`config.mk`:
```
export PLATFORM = sky130hd
export DESIGN_NAME = mp3_ctrl
export DESIGN_NICKNAME = d
export VERILOG_FILES = /design/src/rtl/mp3_pkg.sv /design/src/rtl/mp3_ctrl_btn_debounce.sv /design/src/rtl/mp3_ctrl.sv
export SDC_FILE = /design/constraint.sdc
export NUM_CORES = 1
export LEC_CHECK = 0
export BUFFER_PORTS_ARGS = -buffer_cell sky130_fd_sc_hd__buf_4
export CORE_MARGIN = 10
export CORE_UTILIZATION = 40
export DETAILED_ROUTE_END_ITERATION = 10
export GPL_ROUTABILITY_DRIVEN = 0
export PLACE_DENSITY = 0.63
export SLEW_MARGIN = 20
export SYNTH_ARGS = -nofsm -noshare
export SYNTH_HDL_FRONTEND = slang
export SYNTH_HIERARCHICAL = 1
export SYNTH_SLANG_ARGS = --single-unit
```
`constraint.sdc`:
```
create_clock -name CLK -period 6.9 [get_ports CLK]
set_input_delay 1.035 -clock CLK [delete_from_list [all_inputs] [get_ports CLK]]
set_output_delay 1.035 -clock CLK [all_outputs]
set_load 0.01 [all_outputs]
```
`src/rtl/mp3_pkg.sv`:
```
// Shared constants, types and attenuation helpers for the MP3 player control block.
package mp3_pkg;

  localparam logic [7:0]  VOL_MIN       = 8'h00;
  localparam logic [7:0]  VOL_MAX       = 8'hFE;
  localparam logic [15:0] VOL_MUTE_WORD = 16'hFEFE;
  localparam int          SONG_W        = 3;

  typedef logic [SONG_W-1:0] song_idx_t;

  // Auto-repeat timer phase: first wait is the long delay, then the short period.
  typedef enum logic {
    RPT_DELAY  = 1'b0,
    RPT_PERIOD = 1'b1
  } rpt_phase_e;

  // Louder: smaller attenuation, clamped at the loudest setting.
  function automatic logic [7:0] att_dec(input logic [7:0] att, input logic [7:0] step);
    logic [8:0] diff;
    diff = {1'b0, att} - {1'b0, step};
    return diff[8] ? VOL_MIN : diff[7:0];
  endfunction

  // Quieter: larger attenuation, computed 9 bits wide and clamped at silence.
  function automatic logic [7:0] att_inc(input logic [7:0] att, input logic [7:0] step);
    logic [8:0] sum;
    sum = {1'b0, att} + {1'b0, step};
    return (sum > {1'b0, VOL_MAX}) ? VOL_MAX : sum[7:0];
  endfunction

endpackage

```
`src/rtl/mp3_ctrl_btn_debounce.sv`:
```
// Button front end: 2-flop synchronizer, debounce counter, press pulse and
// optional hold-to-repeat pulse train.
module btn_debounce
  import mp3_pkg::*;
#(
  parameter logic [19:0] DEBOUNCE_CYCLES = 20'd500000,
  parameter bit          REPEAT_EN       = 1'b0,
  parameter logic [24:0] REPEAT_DELAY    = 25'd25000000,
  parameter logic [23:0] REPEAT_PERIOD   = 24'd5000000
) (
  input  logic i_clk,
  input  logic i_rst,
  input  logic i_btn,
  output logic o_event
);

  logic        r_sync1;
  logic        r_sync2;
  logic        r_level;
  logic        r_level_d;
  logic [19:0] r_cnt;
  logic [24:0] r_rpt_cnt;
  rpt_phase_e  r_phase;
  logic        w_press;
  logic        w_rpt_hit;

  assign w_press = r_level & ~r_level_d;
  assign o_event = w_press | w_rpt_hit;

  // Synchronize the raw button and accept a new level after enough differing samples.
  always_ff @(posedge i_clk or posedge i_rst) begin
    if (i_rst) begin
      r_sync1   <= 1'b0;
      r_sync2   <= 1'b0;
      r_level   <= 1'b0;
      r_level_d <= 1'b0;
      r_cnt     <= 20'd0;
    end else begin
      r_sync1   <= i_btn;
      r_sync2   <= r_sync1;
      r_level_d <= r_level;
      if (r_sync2 == r_level) begin
        r_cnt <= 20'd0;
      end else if (r_cnt == DEBOUNCE_CYCLES - 20'd1) begin
        r_level <= r_sync2;
        r_cnt   <= 20'd0;
      end else begin
        r_cnt <= r_cnt + 20'd1;
      end
    end
  end

  // Decide whether the repeat timer has reached the target of its current phase.
  always_comb begin
    w_rpt_hit = 1'b0;
    if (REPEAT_EN && r_level && !w_press) begin
      if (r_phase == RPT_DELAY) begin
        w_rpt_hit = (r_rpt_cnt == REPEAT_DELAY);
      end else begin
        w_rpt_hit = (r_rpt_cnt == {1'b0, REPEAT_PERIOD});
      end
    end else begin
      w_rpt_hit = 1'b0;
    end
  end

  // Repeat timer: counts cycles since the last event while the button stays held.
  always_ff @(posedge i_clk or posedge i_rst) begin
    if (i_rst) begin
      r_rpt_cnt <= 25'd0;
      r_phase   <= RPT_DELAY;
    end else if (REPEAT_EN == 1'b0 || r_level == 1'b0) begin
      r_rpt_cnt <= 25'd0;
      r_phase   <= RPT_DELAY;
    end else if (w_press) begin
      r_rpt_cnt <= 25'd1;
      r_phase   <= RPT_DELAY;
    end else if (w_rpt_hit) begin
      r_rpt_cnt <= 25'd1;
      r_phase   <= RPT_PERIOD;
    end else begin
      r_rpt_cnt <= r_rpt_cnt + 25'd1;
    end
  end

endmodule

```
`src/rtl/mp3_ctrl.sv`:
```
// MP3 player control: debounced buttons drive the VS1003B volume word,
// mute state and the current song index.
module mp3_ctrl
  import mp3_pkg::*;
#(
  parameter logic [19:0] DEBOUNCE_CYCLES = 20'd500000,
  parameter logic [24:0] REPEAT_DELAY    = 25'd25000000,
  parameter logic [23:0] REPEAT_PERIOD   = 24'd5000000,
  parameter logic [7:0]  VOL_STEP        = 8'h08,
  parameter logic [7:0]  VOL_INIT        = 8'h20,
  parameter int          NUM_SONGS       = 5
) (
  input  logic              CLK,
  input  logic              RST,
  input  logic              btn_vup,
  input  logic              btn_vdn,
  input  logic              btn_next,
  input  logic              btn_prev,
  input  logic              btn_mute,
  output logic [15:0]       vol,
  output logic [SONG_W-1:0] current,
  output logic              song_chg,
  output logic              vol_chg,
  output logic              muted
);

  localparam song_idx_t LAST_SONG = song_idx_t'(NUM_SONGS - 1);

  logic        w_vup_ev, w_vdn_ev, w_next_ev, w_prev_ev, w_mute_ev;
  logic [7:0]  r_att;
  logic        r_muted;
  logic [15:0] r_vol;
  logic        r_vol_chg;
  song_idx_t   r_cur;
  logic        r_song_chg;
  logic [7:0]  w_att_nxt;
  logic        w_muted_nxt;
  logic [15:0] w_vol_nxt;
  song_idx_t   w_cur_nxt;

  btn_debounce #(.DEBOUNCE_CYCLES(DEBOUNCE_CYCLES), .REPEAT_EN(1'b1),
                 .REPEAT_DELAY(REPEAT_DELAY), .REPEAT_PERIOD(REPEAT_PERIOD))
    u_vup  (.i_clk(CLK), .i_rst(RST), .i_btn(btn_vup),  .o_event(w_vup_ev));
  btn_debounce #(.DEBOUNCE_CYCLES(DEBOUNCE_CYCLES), .REPEAT_EN(1'b1),
                 .REPEAT_DELAY(REPEAT_DELAY), .REPEAT_PERIOD(REPEAT_PERIOD))
    u_vdn  (.i_clk(CLK), .i_rst(RST), .i_btn(btn_vdn),  .o_event(w_vdn_ev));
  btn_debounce #(.DEBOUNCE_CYCLES(DEBOUNCE_CYCLES), .REPEAT_EN(1'b0))
    u_next (.i_clk(CLK), .i_rst(RST), .i_btn(btn_next), .o_event(w_next_ev));
  btn_debounce #(.DEBOUNCE_CYCLES(DEBOUNCE_CYCLES), .REPEAT_EN(1'b0))
    u_prev (.i_clk(CLK), .i_rst(RST), .i_btn(btn_prev), .o_event(w_prev_ev));
  btn_debounce #(.DEBOUNCE_CYCLES(DEBOUNCE_CYCLES), .REPEAT_EN(1'b0))
    u_mute (.i_clk(CLK), .i_rst(RST), .i_btn(btn_mute), .o_event(w_mute_ev));

  // Next attenuation, mute state and output word; simultaneous up/down cancels.
  always_comb begin
    w_att_nxt   = r_att;
    w_muted_nxt = r_muted ^ w_mute_ev;
    w_vol_nxt   = r_vol;
    if (w_vup_ev && !w_vdn_ev) begin
      w_att_nxt = att_dec(r_att, VOL_STEP);
    end else if (w_vdn_ev && !w_vup_ev) begin
      w_att_nxt = att_inc(r_att, VOL_STEP);
    end else begin
      w_att_nxt = r_att;
    end
    if (w_muted_nxt) begin
      w_vol_nxt = VOL_MUTE_WORD;
    end else begin
      w_vol_nxt = {w_att_nxt, w_att_nxt};
    end
  end

  // Next song index with wrap-around; simultaneous next/prev cancels.
  always_comb begin
    w_cur_nxt = r_cur;
    if (w_next_ev && !w_prev_ev) begin
      w_cur_nxt = (r_cur == LAST_SONG) ? song_idx_t'(3'd0) : r_cur + song_idx_t'(3'd1);
    end else if (w_prev_ev && !w_next_ev) begin
      w_cur_nxt = (r_cur == song_idx_t'(3'd0)) ? LAST_SONG : r_cur - song_idx_t'(3'd1);
    end else begin
      w_cur_nxt = r_cur;
    end
  end

  // Register volume/mute/song state and flag real output changes.
  always_ff @(posedge CLK or posedge RST) begin
    if (RST) begin
      r_att      <= VOL_INIT;
      r_muted    <= 1'b0;
      r_vol      <= {VOL_INIT, VOL_INIT};
      r_vol_chg  <= 1'b0;
      r_cur      <= song_idx_t'(3'd0);
      r_song_chg <= 1'b0;
    end else begin
      r_att      <= w_att_nxt;
      r_muted    <= w_muted_nxt;
      r_vol      <= w_vol_nxt;
      r_vol_chg  <= (w_vol_nxt != r_vol);
      r_cur      <= w_cur_nxt;
      r_song_chg <= (w_cur_nxt != r_cur);
    end
  end

  assign vol      = r_vol;
  assign vol_chg  = r_vol_chg;
  assign muted    = r_muted;
  assign current  = r_cur;
  assign song_chg = r_song_chg;

endmodule

```
# Yosys cells after proc, flatten, opt, wreduce, memory -nomap -nowiden
# Cells that the tools add are included.
# totals
regBits	202
in_bits	7
out_inout_bits	22
elab_cells	137
# classes
add_sub_neg	11
order_cmp	1
eq_ne	19
muxes	35
n_bitwise	18
reduce_logical	18
# op_table
operator	count
two-way mux 20 bit	10
two-way mux 25 bit	6
adder 20 x 1 -> 20 bit, second input constant	5
equality test 20 x 19 -> 1 bit, second input constant	5
adder 25 x 1 -> 25 bit, second input constant	2
equality test 25 x 23 -> 1 bit, second input constant	2
equality test 25 bit, second input constant	2
two-way mux 8 bit	4
two-way mux 16 bit	1
!= test 16 bit	1
two-way mux 3 bit	4
two-way mux 1 bit	10
NOT 1 bit	10
AND reduction 2 bit	5
adder 8 x 4 -> 9 bit, second input constant	1
greater-than comparator 9 x 8 -> 1 bit, second input constant	1
subtractor 8 x 4 -> 9 bit, second input constant	1
logical AND 1 bit	6
zero test 1 bit	6
!= test 3 bit, second input constant	2
bitwise AND 1 bit	5
equality test 1 bit	5
adder 3 x 1 -> 3 bit, second input constant	1
equality test 3 bit, second input constant	1
other kinds (5)	6

# Logic depth before layout (Yosys ltp)
# Gate-level depths: netlist of the first run.
# logic_depth
word_depth	12
mapped_depth	14
ltp_nobuf	12

# Cells and area by module
# Netlist of the first run, hierarchy kept.
# by_module_without_submodules
mod	n_inst	cells_each	area_per_inst_um2	seq_area_each_um2
btn_debounce (u_vdn ...)	2	267	2602.5	1251.2
btn_debounce (u_mute ...)	3	114	1186.1	600.6
mp3_ctrl	1	183	1637.8	553.0

# Worst setup path before layout of the first run
# Ideal clock, no wire load.
# synth_path
path_type	register to register
from	reg u_vdn.r_rpt_cnt[8]
to	reg r_vol_chg, in the netlist vol_chg
setup_ps	145
arrival_ps	3761
required_ps	6755
setup_slack_ps	2994
stages_incl_launch_ff	15
n_path_buf	3
period_less_slack_ps	3906
path_cell_list	dfrtp_1 buf_6 or3b_1 or4_4 a2111oi_4 buf_6 o21a_1 buf_2 nor2b_1 nand3_1 nand3_1 or4b_1 a221o_1 a211oi_2 nand4_1
# synth_via
elab_chain_cells	9
elab_cells_between_ends	12
classes_between	eq/ne (3); mux (5); bitwise (1); reduce/logical (3)
# synth_rtl
item	line	rtl
start: declaration	mp3_ctrl_btn_debounce.sv:22	logic [24:0] r_rpt_cnt;
start signal: assignment	mp3_ctrl_btn_debounce.sv:82	r_rpt_cnt <= r_rpt_cnt + 25'd1;
equality test 25 bit / equality test 25 x 23 -> 1 bit (equally long branches)	mp3_ctrl_btn_debounce.sv:58, mp3_ctrl_btn_debounce.sv:60	
two-way mux 1 bit (*)	mp3_ctrl_btn_debounce.sv:57	if (r_phase == RPT_DELAY) begin
two-way mux 1 bit (*)	mp3_ctrl_btn_debounce.sv:56	if (REPEAT_EN && r_level && !w_press) begin
bitwise OR 1 bit (*)	mp3_ctrl_btn_debounce.sv:28	assign o_event = w_press | w_rpt_hit;
net w_vdn_ev	mp3_ctrl.sv:29	logic w_vup_ev, w_vdn_ev, w_next_ev, w_prev_ev, w_mute_ev;
logical AND 1 bit / zero test 1 bit (equally long branches)	mp3_ctrl.sv:61, mp3_ctrl.sv:59	
two-way mux 8 bit / logical AND 1 bit (equally long branches)	mp3_ctrl.sv:61, mp3_ctrl.sv:59	
two-way mux 8 bit (*)	mp3_ctrl.sv:59	if (w_vup_ev && !w_vdn_ev) begin
two-way mux 16 bit (*)	mp3_ctrl.sv:66	if (w_muted_nxt) begin
!= test 16 bit (*)	mp3_ctrl.sv:98	r_vol_chg <= (w_vol_nxt != r_vol);
end signal: assignment	mp3_ctrl.sv:98	
end: declaration	mp3_ctrl.sv:33	logic r_vol_chg;
# The timed path passes the listed nets; every way through them passes the cells marked *.
# A chain may end at the register's enable or synchronous reset.

# Worst setup path after layout of the first run
# layout_path
from	reg u_vup.r_rpt_cnt[8]
to	reg r_vol_chg, in the netlist vol_chg
# layout_via
elab_chain_cells	10
elab_cells_between_ends	12
classes_between	eq/ne (3); mux (5); bitwise (1); reduce/logical (3)
# layout_rtl
item	line	rtl
start: declaration	mp3_ctrl_btn_debounce.sv:22	
start signal: assignment	mp3_ctrl_btn_debounce.sv:82	
equality test 25 bit / equality test 25 x 23 -> 1 bit (equally long branches)	mp3_ctrl_btn_debounce.sv:58, mp3_ctrl_btn_debounce.sv:60	
two-way mux 1 bit (*)	mp3_ctrl_btn_debounce.sv:57	
two-way mux 1 bit (*)	mp3_ctrl_btn_debounce.sv:56	
bitwise OR 1 bit (*)	mp3_ctrl_btn_debounce.sv:28	
net w_vup_ev	mp3_ctrl.sv:29	
zero test 1 bit	mp3_ctrl.sv:61	end else if (w_vdn_ev && !w_vup_ev) begin
logical AND 1 bit	mp3_ctrl.sv:61	
two-way mux 8 bit	mp3_ctrl.sv:61	
two-way mux 8 bit (*)	mp3_ctrl.sv:59	
two-way mux 16 bit (*)	mp3_ctrl.sv:66	
!= test 16 bit (*)	mp3_ctrl.sv:98	
# Marks and branches as above.

==> flow_summary.yaml, run 1 <==
outcome:
  status: "complete, no violations"
sta:
  final_max_slew_viol_count: 0
  final-setup-viol-count: 0
  max-slew-margin-rel: 0.396
  hold_viol_final: 0
  fin_setup_tns_ns: 0
  finalWorstPathRequiredPeriod_ns: 4.14
  post-route-period-util: 0.600
  fin_worst_skew_ns: 0.0102
  grt_setup_unrepaired: "no"
  worst_slew_pin_slew_ns: 0.905
  timing.fmax_mhz: 241
  hold_slack_ns: 0.346
cells_and_area:
  finish.instance_area_um2: 11400
  final_net_count: 1092
  sequential_cell_area_um2: 4860
  antenna_cells_inserted: 0
  multiInputGateArea_um2: 5120
  fraction_of_final_layout_cells_with_drive_strength_greater_than_1: 0.110
  layout-area-overhead-vs-synth_pct: 9.42
  layout.filler_cells: 2433
  post_layout_utilization_of_the_core: 0.448
synth:
  synth.top_cells.by_area: "sky130_fd_sc_hd__dfrtp_1 46%, sky130_fd_sc_hd__xnor2_1 5.6%, sky130_fd_sc_hd__nor2_1 3.8%"
  synth_edf_count: 0
  synth_seq_cells: 194
  synth_area_leader_cell: "sky130_fd_sc_hd__dfrtp_1"
  netlist_instances: 1059
  synth_cell_type_count: 68
  synth_area_um2: 10400
  synth_most_common_cell: "sky130_fd_sc_hd__dfrtp_1"
  dominantRegCellSynth: "sky130_fd_sc_hd__dfrtp_1"
  yosys_warnings: 6
  synth.cells.most_frequent: "192 x sky130_fd_sc_hd__dfrtp_1, 105 x sky130_fd_sc_hd__nor2_1, 81 x sky130_fd_sc_hd__nand2_1"
  synth_top_area_frac: 0.462
  sequential_area_share_after_synthesis: 0.467
  syn-num-nets: 1082
  share_of_flip_flops_with_an_asynchronous_set_or_reset_after_synthesis: 1.00
  synth_area_per_cell_um2: 9.82
die:
  rows: 58
  die-area_um2: 32900
  start_util: 0.410
  io_pins: 29
  die_span_x_um: 181
  coreArea_um2: 25400
  die_y_um: 181
cts:
  clock_tree.root_cell: "sky130_fd_sc_hd__clkbuf_16"
  clkSlewWorstSetupHoldPaths_ns: 0.08
  cts.htree.levels: 4
  max_clock_buf_depth: 2
  cts_tree: "yes"
  resized_after_cts: 0
  cts_made_buffers: 17
  clock_insertion_delay_worst_skew_ns: 0.43
  cts_num_sinks: 194
  cts_post_setup_buffers_inserted: 0
  cts_hold_buffers: 0
detailed_routing:
  detail_route.drc_violations: 0
  routed.top_layer: "met4"
  met3WireLength_um: 650
  final_wirelength_mm: 20.8
  routedLengthMet1_mm: 9.84
  routed_length_per_placed_instance_um: 14.8
  route.met2.wl_mm: 10.1
  dr.pass1.iters: 4
  drt_first_iter_violations: 430
  drtAntennaViolNets: 0
  vias: 7745
  route.detailed.vias_per_inst: 5.49
critical_path:
  max_stage_delay_ns: 0.46
  cp_max_fo: 12
  startpoint_type: "register"
  worstSetupEndpointType: "register"
  critPathRequiredTime_ns: 7.18
  series_of_cell_instances_along_the_critical_path: "or3b_1 -> or4_4 -> a2111oi_4 -> o21a_1 -> nand3b_1 -> and3_1 -> nor3_4 -> or4b_1 -> a221o_1 -> a211oi_2 -> nand4_1"
  critPathArrivalTime_ns: 4.42
  crit_slowest_cell: "sky130_fd_sc_hd__or4b_1"
  timing.setup.critical_path_class: "reg -> reg"
placed_design:
  io_buffer_count: 28
  placement.cell_area_um2: 10800
  hpwlAfterDp_mm: 14.3
global_route:
  track_usage: 0.126
  gr-total-overflow: 0
  grt_antenna_before_repair: 0
  grt_start_max_net_pins: 51
  first_global_vias: 7380
  grt_first_pass_wirelength_mm: 35.9
power_and_ir_drop:
  cellLeakagePower_nw: 4.52
  worst_ir_drop_vdd_v: 0.000189
  power_density_nw_per_um2: 191
run:
  max-cap-violations: 0
hold_path:
  hold_path.class: "reg -> reg"
-- power by group --
group          internal [mW]  switching [mW]  total [mW]
Sequential              1.15          0.0106        1.16
Combinational         0.0127          0.0408      0.0536
Clock                  0.509           0.460       0.969
-- worst max-delay path, delay by kind of cell, from the launching register on --
kind	cells	cell delay, ns
AND/OR/NAND/NOR	7	2.12
flip-flops	1	0.45
AO/OA/AOI/OAI	4	1.41
-- metrics by stage --
step	cells	setup slack, ns	total power, mW
floorplan	1059	2.99	1.22
global placement	1380	2.94	1.23
detailed placement	1380	2.80	1.24
CTS	1411	2.78	2.22
global route	1411	2.58	2.27
finish	1411	2.76	2.18
-- logic make-up after synthesis --
group,share of synthesized area
DFF,0.467
muxes,0.0191
xor gates and xnor gates,0.0834
AOI/OAI and AO/OA,0.0980
adders and majority gates,0.0192
and+or+nand+nor,0.271
buffers and inverters,0.0420
-- per-layer routing --
metal,up-vias,track usage
met1,3795,0.167
met5,-,0
met3,16,0.0252
li1,3831,-
met2,103,0.205
met4,0,0.0355
-- flip-flops by register name, summed over array words and instances, names as in the netlist, 3 cells and up --
register         count
current              3
u_next/r_cnt        20
u_vup/r_rpt_cnt     25
r_att                8
u_vdn/r_rpt_cnt     25
vol                  8
u_vup/r_cnt         20
u_vdn/r_cnt         20
u_mute/r_cnt        20
u_prev/r_cnt        20
-- layout make-up --
| type | count | area share |
|---|---|---|
| inverters | 44 | 0.0146 |
| repair buffers | 33 | 0.0218 |
| multi-input cells | 779 | 0.450 |
| clock buffers | 17 | 0.0374 |
| well taps | 330 | 0.0363 |
| flip-flops and latches | 194 | 0.427 |
| clock inverters | 14 | 0.0135 |
-- cell usage in the layout (no fill, tap or decap), types with 27 or more instances in the layout --
| cell | synthesis | final |
|---|---|---|
| sky130_fd_sc_hd__dfrtp_1 | 192 | 192 |
| sky130_fd_sc_hd__nor2_1 | 105 | 105 |
| sky130_fd_sc_hd__nand2_1 | 81 | 81 |
| sky130_fd_sc_hd__xnor2_1 | 67 | 67 |
| sky130_fd_sc_hd__nand3_1 | 63 | 63 |
| sky130_fd_sc_hd__nor3_1 | 52 | 52 |
| sky130_fd_sc_hd__inv_1 | 44 | 42 |
| sky130_fd_sc_hd__o21ai_0 | 37 | 37 |
| sky130_fd_sc_hd__nand4_1 | 33 | 33 |
| sky130_fd_sc_hd__buf_4 | 9 | 33 |
| sky130_fd_sc_hd__xor2_1 | 32 | 32 |
| sky130_fd_sc_hd__a211oi_1 | 27 | 27 |
-- final timing paths --
kind / start / cells past startpoint / slack [ns] / endpoint
setup / recovery: u_vup/r_rpt_cnt[8] / 11 / 2.76 / vol_chg
hold / removal: u_next/r_sync1 / 0 / 0.35 / u_next/r_sync2
setup reg to reg: u_vup/r_rpt_cnt[8] / 11 / 2.76 / vol_chg
hold reg to reg: u_next/r_sync1 / 0 / 0.35 / u_next/r_sync2
max in group asynchronous: RST / 2 / 5.48 / u_next/r_cnt[4]
min in group asynchronous: RST / 2 / 0.82 / u_vdn/r_cnt[11]
Power figures use the tool's default switching activity.
==> run 2, diff against run 1 <==
- clock period: 6.9 -> 4.3 ns (I/O delays scaled with it)
==> flow_summary.yaml, run 2 (synthesis gave the netlist of run 1 again) <==
outcome:
  status: "complete, no violations"
critical_path:
  startpoint_type: "register"
  timing.setup.critical_path_class: "reg -> reg"
  cp_max_fo: 10
  crit_slowest_cell: "sky130_fd_sc_hd__or4b_1"
  worstSetupEndpointType: "register"
  crit-reg2reg-launch: "u_vup/r_rpt_cnt[8]"
  critPathArrivalTime_ns: 4.12
  critPathRequiredTime_ns: 4.59
  series_of_cell_instances_along_the_critical_path: "or3b_1 -> or4_4 -> a2111oi_4 -> o21a_1 -> buf_4 -> nand3b_1 -> nor2_1 -> nor3_4 -> or4b_1 -> a221o_1 -> a211oi_2 -> nand4_1"
  max_stage_delay_ns: 0.47
  ff2ff_setup_slack_ns: 0.47
  worst_reg2reg_path_depth: 12
  worst_r2r_endpoint: "vol_chg"
power_and_ir_drop:
  worst_ir_drop_vdd_v: 0.000266
  cellLeakagePower_nw: 4.55
  power_density_nw_per_um2: 313
  finalPower_mw: 3.57
detailed_routing:
  detail_route.drc_violations: 0
  routed_length_per_placed_instance_um: 14.6
  route.detailed.vias_per_inst: 5.47
  drtAntennaViolNets: 0
  vias: 7728
  final_wirelength_mm: 20.6
  dr.pass1.iters: 5
  drt_first_iter_violations: 513
cts:
  resized_after_cts: 0
  cts_made_buffers: 17
  cts_num_sinks: 194
  cts_hold_buffers: 0
  cts_post_setup_buffers_inserted: 0
  clock_tree.root_cell: "sky130_fd_sc_hd__clkbuf_16"
  cts.htree.levels: 4
  clkSlewWorstSetupHoldPaths_ns: 0.08
  cts_tree: "yes"
  max_clock_buf_depth: 2
  clock_insertion_delay_worst_skew_ns: 0.44
cells_and_area:
  reg.largest.list: "u_vdn/r_rpt_cnt x25, u_vup/r_rpt_cnt x25"
  most_frequent_cells_in_the_layout: "192 x sky130_fd_sc_hd__dfrtp_1, 105 x sky130_fd_sc_hd__nor2_1, 81 x sky130_fd_sc_hd__nand2_1"
  layout-area-overhead-vs-synth_pct: 9.91
  antenna_cells_inserted: 0
  fraction_of_final_layout_cells_with_drive_strength_greater_than_1: 0.113
  final_net_count: 1094
  commonest_non_fill_non_tap_cell_in_the_layout: "sky130_fd_sc_hd__dfrtp_1"
  post_layout_utilization_of_the_core: 0.450
  layout.filler_cells: 2402
die:
  start_util: 0.410
  die_y_um: 181
  coreArea_um2: 25400
  die-area_um2: 32900
  rows: 58
  die_span_x_um: 181
  io_pins: 29
placed_design:
  hpwlAfterDp_mm: 14.3
  io_buffer_count: 28
sta:
  max-slew-margin-rel: 0.391
  post-route-period-util: 0.890
  grt_setup_unrepaired: "no"
  worst_slew_pin_slew_ns: 0.912
  fin_setup_tns_ns: 0
  final_max_slew_viol_count: 0
  fin_worst_skew_ns: 0.0135
  hold_viol_final: 0
  final-setup-viol-count: 0
  finalWorstPathRequiredPeriod_ns: 3.83
  timing.fmax_mhz: 261
global_route:
  grt_antenna_before_repair: 0
  grt_first_pass_wirelength_mm: 36.2
  grt_start_max_net_pins: 51
  gr-total-overflow: 0
  first_global_vias: 7418
  track_usage: 0.128
run:
  max-cap-violations: 0
hold_path:
  hold_path.class: "in -> async"
==> run 2: changes by cell type in the layout (fill, tap and decap cells not counted) <==
cell	previous run	this run
sky130_fd_sc_hd__clkinvlp_4	2	0
sky130_fd_sc_hd__clkinv_2	3	1
sky130_fd_sc_hd__clkbuf_8	0	2
sky130_fd_sc_hd__inv_6	2	4
sky130_fd_sc_hd__clkinv_8	2	3
sky130_fd_sc_hd__buf_4	33	35
==> run 2: layout make-up <==
type                       instances  area (µm²)  area share
multi-input combinational        779        5120       0.448
sequential                       194        4860       0.425
clock buffer                      19         453      0.0396
tap                              330         413      0.0361
timing repair buffer              35         263      0.0230
inverter                          44         166      0.0146
clock inverter                    13         163      0.0142
==> run 2: metrics by stage <==
step / worst slack (ns) / cell area (µm²) / std cells / hold slack (ns)
floorplan: 0.394 / 10400 / 1059 / 0.331
global placement: 0.537 / 10800 / 1382 / 0.335
detailed placement: 0.475 / 10800 / 1382 / 0.335
CTS: 0.470 / 11400 / 1414 / 0.218
global route: 0.247 / 11400 / 1414 / 0.237
finish: 0.471 / 11400 / 1414 / 0.239
==> run 2: power breakdown <==
group	internal (mW)	switching [mW]
Combinational	0.0203	0.0651
Clock	0.863	0.770
Sequential	1.84	0.0167
Total	2.72	0.851
==> run 2: worst max-delay path: cells and delay by family (launching register included) <==
| kind | cells | cell delay, ns |
|---|---|---|
| flops | 1 | 0.45 |
| compound gates | 4 | 1.14 |
| simple gates | 7 | 1.91 |
| buf+inv | 1 | 0.19 |
==> run 2: how the worst max path moves through the flow <==
stage	start	cells past startpoint	endpoint	slack, ns
3_3_place_gp	u_vup/r_rpt_cnt[8]	12	vol_chg	0.54
5_1_grt	u_vup/r_rpt_cnt[8]	12	vol_chg	0.25
3_5_place_dp	u_vup/r_rpt_cnt[8]	12	vol_chg	0.48
2_1_floorplan	u_vdn/r_rpt_cnt[8]	14	vol_chg	0.39
4_1_cts	u_vup/r_rpt_cnt[8]	12	vol_chg	0.47
6_report	u_vup/r_rpt_cnt[8]	12	vol_chg	0.47
==> run 2: layer usage <==
layer | vias to the layer above | track usage | routed length [µm]
met2 | 105 | 0.201 | 9550
li1 | 3852 | - | -
met3 | 20 | 0.0280 | 590
met1 | 3751 | 0.173 | 10200
met4 | 0 | 0.0394 | 281
met5 | - | 0 | 0
